[src/rtl/slow_pulse_pkg.sv]
// Shared mode encodings and reset defaults for the slow-domain pulse generator.
package slow_pulse_pkg;

  typedef enum logic [1:0] {
    MODE_PULSE   = 2'b00,
    MODE_TOGGLE  = 2'b01,
    MODE_ONESHOT = 2'b10,
    MODE_RSVD    = 2'b11
  } mode_e;

  localparam int DEF_PERIOD_C = 16;
  localparam int DEF_HIT_C    = 9;

  // The reserved encoding behaves exactly like periodic pulse mode.
  function automatic mode_e decode_mode(input logic [1:0] m);
    return (m == 2'b11) ? MODE_PULSE : mode_e'(m);
  endfunction

endpackage

[src/rtl/slow_pulse_gen_ch.sv]
// One compare channel: matches the period counter against its hit value and
// produces either a one-cycle pulse or a toggling level.
module slow_pulse_ch
  import slow_pulse_pkg::*;
#(
  parameter int CNT_W = 4
) (
  input  logic             clk1,
  input  logic             rstn,
  input  logic [CNT_W-1:0] cnt,
  input  logic [CNT_W-1:0] hit_val,
  input  logic             running,
  input  mode_e            mode,
  output logic             sig
);

  logic hit;
  logic sig_d;
  logic sig_q;

  always_comb begin
    hit   = running && (cnt == hit_val);
    sig_d = hit;
    // Toggle levels survive idle periods; only reset clears them.
    if (mode == MODE_TOGGLE) begin
      sig_d = sig_q ^ hit;
    end
  end

  always_ff @(posedge clk1 or negedge rstn) begin
    if (!rstn) begin
      sig_q <= 1'b0;
    end else begin
      sig_q <= sig_d;
    end
  end

  assign sig = sig_q;

endmodule

[src/rtl/slow_pulse_gen.sv]
// Programmable period counter with NUM_CH compare channels, config shadowing
// and one-shot control; source-side stimulus for CDC synchroniser bring-up.
module slow_pulse_gen
  import slow_pulse_pkg::*;
#(
  parameter int CNT_W      = 4,
  parameter int NUM_CH     = 2,
  parameter int DEF_PERIOD = DEF_PERIOD_C,
  parameter int DEF_HIT    = DEF_HIT_C
) (
  input  logic                    clk1,
  input  logic                    rstn,
  input  logic                    en,
  input  logic [1:0]              mode,
  input  logic                    start,
  input  logic [CNT_W-1:0]        period_cfg,
  input  logic [NUM_CH*CNT_W-1:0] hit_cfg,
  output logic [NUM_CH-1:0]       sig,
  output logic                    wrap,
  output logic                    busy,
  output logic                    done
);

  logic [CNT_W-1:0]             cnt_d, cnt_q;
  logic [CNT_W-1:0]             period_sh_d, period_sh_q;
  logic [NUM_CH-1:0][CNT_W-1:0] hit_sh_d, hit_sh_q;
  mode_e                        mode_sh_d, mode_sh_q;
  logic                         busy_d, busy_q;
  logic                         done_d, done_q;
  logic                         wrap_d, wrap_q;
  logic                         running;
  logic                         terminal;
  logic                         load;

  always_comb begin
    running  = (mode_sh_q == MODE_ONESHOT) ? (busy_q && en) : en;
    terminal = running && (cnt_q == period_sh_q);
    // Config is only taken while idle or at a period boundary, so a running
    // period never sees a half-applied configuration.
    load     = !running || terminal;

    cnt_d       = (running && !terminal) ? cnt_q + 1'b1 : '0;
    period_sh_d = load ? period_cfg : period_sh_q;
    hit_sh_d    = load ? hit_cfg : hit_sh_q;
    mode_sh_d   = load ? decode_mode(mode) : mode_sh_q;

    wrap_d = terminal;
    done_d = terminal && (mode_sh_q == MODE_ONESHOT);

    busy_d = busy_q;
    if (!en || done_d) begin
      busy_d = 1'b0;
    end else if ((mode == 2'b10) && start && !busy_q) begin
      busy_d = 1'b1;
    end
  end

  always_ff @(posedge clk1 or negedge rstn) begin
    if (!rstn) begin
      cnt_q       <= '0;
      period_sh_q <= CNT_W'(DEF_PERIOD - 1);
      hit_sh_q    <= {NUM_CH{CNT_W'(DEF_HIT)}};
      mode_sh_q   <= MODE_PULSE;
      busy_q      <= 1'b0;
      done_q      <= 1'b0;
      wrap_q      <= 1'b0;
    end else begin
      cnt_q       <= cnt_d;
      period_sh_q <= period_sh_d;
      hit_sh_q    <= hit_sh_d;
      mode_sh_q   <= mode_sh_d;
      busy_q      <= busy_d;
      done_q      <= done_d;
      wrap_q      <= wrap_d;
    end
  end

  for (genvar gi = 0; gi < NUM_CH; gi++) begin : g_ch
    slow_pulse_ch #(
      .CNT_W(CNT_W)
    ) u_ch (
      .clk1    (clk1),
      .rstn    (rstn),
      .cnt     (cnt_q),
      .hit_val (hit_sh_q[gi]),
      .running (running),
      .mode    (mode_sh_q),
      .sig     (sig[gi])
    );
  end

  assign wrap = wrap_q;
  assign busy = busy_q;
  assign done = done_q;

endmodule

[config.mk]
export PLATFORM = sky130hd
export DESIGN_NAME = slow_pulse_gen
export DESIGN_NICKNAME = d
export VERILOG_FILES = /design/src/rtl/slow_pulse_pkg.sv /design/src/rtl/slow_pulse_gen_ch.sv /design/src/rtl/slow_pulse_gen.sv
export SDC_FILE = /design/constraint.sdc
export NUM_CORES = 1
export LEC_CHECK = 0
export ABC_AREA = 1
export CORE_MARGIN = 2
export CORE_UTILIZATION = 30
export DETAILED_ROUTE_END_ITERATION = 12
export GPL_ROUTABILITY_DRIVEN = 0
export SLEW_MARGIN = 20
export SYNTH_ARGS = -nofsm -noshare
export SYNTH_HDL_FRONTEND = slang
export SYNTH_SLANG_ARGS = --single-unit
[constraint.sdc]
create_clock -name clk1 -period 2.7 [get_ports clk1]
set_input_delay 0.405 -clock clk1 [delete_from_list [all_inputs] [get_ports clk1]]
set_output_delay 0.405 -clock clk1 [all_outputs]
set_load 0.05 [all_outputs]
==> metrics.md <==
| Metric | Value |
|---|---|
| I/O pin total | 23 |
| Cell Rows | 23 |
| Die Ht | 68.71 um |
| Status | finished, final reports clean |
| TritonCTS clock tree | built |
| Worst Path Required | 2.30 ns |
| Post-CTS sizing | 0 |
| Met1 WL | 1196 um |
| Worst slew pin tran | 0.4982 ns |
| Distinct cells, synth | 19 |
| Max capacitance violation total | 0 |
| Unrepaired setup endpoints after global routing | false |
| Die X | slightly below 70 um |
| Comb pwr share | 0.346 |
| Remaining DRCs | 0 |
| Post-synthesis net count | 185 |
| Sw Ratio | 0.3805 |
| Met2 WL | 1116 um |
| CTS Hold Bufs | 0 |
| Congestion Overflow GR | 0 |
| Post-CTS Repair Setup Buffers | 0 |
| Power per cell area | 734.5 nW/um^2 |
| Switching pwr | 427.7 uW |
| Pint | 696.3 uW |
| Adder-Cell Fraction of Synth Area | 0.009960 |
| WS Path Type | flip-flop to output port |
| H-tree Lvls | 1 |
| Via Count | 978 |
| Clk pin slew, worst setup/hold paths | 0.08 ns |
| Syn Area/Cell | 7.568 um^2 |
| Die area | around 4700 um^2 |
| Worst slew margin | 0.6669 |
| Worst Path Arrival | 1.45 ns |
| CTS buffer count | 3 |
| Met3 WL | 101 um |
| Total negative slack | 0 ns |
| Post-Synthesis Cell Area | between 1000 and 1500 um^2 |
| Post-synthesis register bit count | 23 |
| WL/cell | 10.25 um |
| Worst path top cell family by delay | buffers and inverters |
| DRT iter0 DRCs | slightly below 50 |
| CP endpoint kind | output port |
| Worst Skew | 0.004544 ns |
| Core ar. | 4029 um^2 |
| Most common cell after layout, fill and taps aside | nand2_1 |
| CP max stage cell | clkdlybuf4s50_1 |
| Final Max Tran Viols | 0 |
| Post-Synthesis Cells | 166 |
| YS warnings | 0 |
| Sink Count | 23 |
| DR top layer | met4 |
| Post-DP HPWL | roughly 1700 um |
| Synth Area in Simple Gates | 0.3616 |
| Peak VDD IR | about 0.35 mV |
| Via count of the first global-routing pass | between 900 and 1000 |
| Bufs and invs on worst path | 1 |
| Worst setup SP type | flip-flop |
| Pleak | 0.0008118 uW |
| First-pass GRT wire length | 4264 um |
| Mux cell area share after synthesis | 0 |
| Vias/cell | around 4.1 |
| Clock power frac | 0.195 |
| Nets | between 200 and 250 |
| Register area share after synthesis | 0.4661 |
| Root buffer cell | clkbuf_8 |
| Fill cell count | 455 |
| Reg power frac | 0.459 |
| Main combinational cell family by area after synthesis | simple AND/OR/NAND/NOR gates |
| Pre-antenna DRT Iters | 4 |
| Flop-to-flop setup slack | approximately 1.3 ns |
| Pin count of the biggest net entering global routing | 24 |
| Overall Global Routing Usage | 0.1212 |
| Wirelength, routed | between 2000 and 2500 um |
| Synth Area in Compound Gates | 0.003984 |
| Initial antenna violation count | 0 |
| FMAX | 538.7 MHz |
| Crit Path Max Fanout | 3 |
| Hold Crit Class | input pin to async pin |
| Final hold vios | 0 |
| Commonest non-fill, non-tap cells in the layout | nand2_1 (65), inv_1 (22), clkdlybuf4s50_1 (22) |
| CP peak stage delay | 0.81 ns |
| XOR/XNOR share of the synthesized area | 0.03486 |
| Worst skew pair latency | between 0.2 and 0.3 ns |
| Antenna diode count | 0 |
| Antenna Nets Post-Route | 0 |
| Max Buffers Root-to-Sink | 2 |
| Cell Chain, Critical Path | clkdlybuf4s50_1 |
| Initial Util | 0.3118 |
| Final Setup Violations | 0 |
| Tmin final | approximately 1.9 ns |
| Share of cells above drive strength 1 | 0.1070 |
| Core Util, Final | 0.3798 |
| Fin crit share | 0.6876 |
| Area grow syn2layout | 21.81% |
| Port-buffer cells | 22 |
[through the flow]
step	worst slack [ns]	instances	hold slack, ns	total power, uW	area (um^2)
2_1_floorplan	1.254	166	0.1094	833.2	1256
3_3_place_gp	0.8537	233	0.4876	910.4	1485
3_5_place_dp	0.8080	233	0.4889	917.9	1485
4_1_cts	0.8328	237	0.4915	1139	1530
5_1_grt	0.7852	237	0.5065	1217	1530
6_report	0.8436	237	0.4868	1124	1530
[path summary, 6_finish.rpt]
path	startpoint	to	cells after the start
worst min register to register	hit_sh_q[0]	hit_sh_q[0]	2
max in group asynchronous	rstn	period_sh_q[1]	2
min in group clk1	hit_sh_q[0]	hit_sh_q[0]	2
worst max register to register	mode_sh_q[0]	busy	6
worst max-delay path	busy	busy	1
worst min-delay path	rstn	g_ch[0].u_ch.sig	2
[final cells by class]
| cell class | instances | area (um^2) | share of cell area |
|---|---|---|---|
| multi-input cells | 112 | 515.5 | 0.3369 |
| inverters | 25 | 93.84 | 0.06132 |
| flip-flops and latches | 23 | 585.6 | 0.3827 |
| well taps | 50 | 62.56 | 0.04088 |
| clock buffers | 4 | 45.04 | 0.02944 |
| repair buffers | 23 | 227.7 | 0.1488 |
[synth_stat cells]
| library cell | number | area share |
|---|---|---|
| nand2_1 | 65 | 0.19 |
| dfstp_2 | 8 | 0.17 |
| nand2_2 | 1 | 0.0050 |
| inv_2 | 3 | 0.0090 |
| xor2_1 | 4 | 0.028 |
| inv_1 | 22 | 0.066 |
| xnor2_1 | 1 | 0.0070 |
| nand3_1 | 19 | 0.076 |
| nand4_1 | 2 | 0.010 |
| nor2_2 | 2 | 0.010 |
| nand2_4 | 1 | 0.0090 |
| buf_4 | 4 | 0.024 |
| buf_12 | 1 | 0.016 |
| buf_6 | 1 | 0.0090 |
| nor2_1 | 14 | 0.042 |
| nand2_8 | 1 | 0.016 |
| o21ai_0 | 1 | 0.0040 |
| dfrtp_1 | 15 | 0.30 |
| ha_1 | 1 | 0.010 |
[cells by family after synthesis]
| group | count (synthesis) |
|---|---|
| compound gates | 1 |
| xor+xnor | 5 |
| fa+ha+maj | 1 |
| buf+inv | 31 |
| flops | 23 |
| simple gates | 105 |
[routing by layer]
layer  vias up  global-route usage
met4         0             0.02941
met5         -                   0
met1       421              0.1574
met2        14              0.1995
met3         3             0.03409
li1        540                   -
[state kept, by name, summed over array words and instances (netlist names)]
register and flops:
hit_sh_q 8, cnt_q 4, period_sh_q 4, g_ch.u_ch.sig 2
mode_sh_q 2, busy 1, done 1, wrap 1
[power groups by stage]
stage / combinational (uW) / sequential (uW) / clock (uW)
6_report: 389 / 516 / 219
5_1_grt: 454 / 528 / 235
4_1_cts: 398 / 516 / 225
3_5_place_dp: 397 / 521 / 0
3_3_place_gp: 391 / 520 / 0
2_1_floorplan: 318 / 515 / 0
No activity file was read; power rests on OpenSTA's default activity.
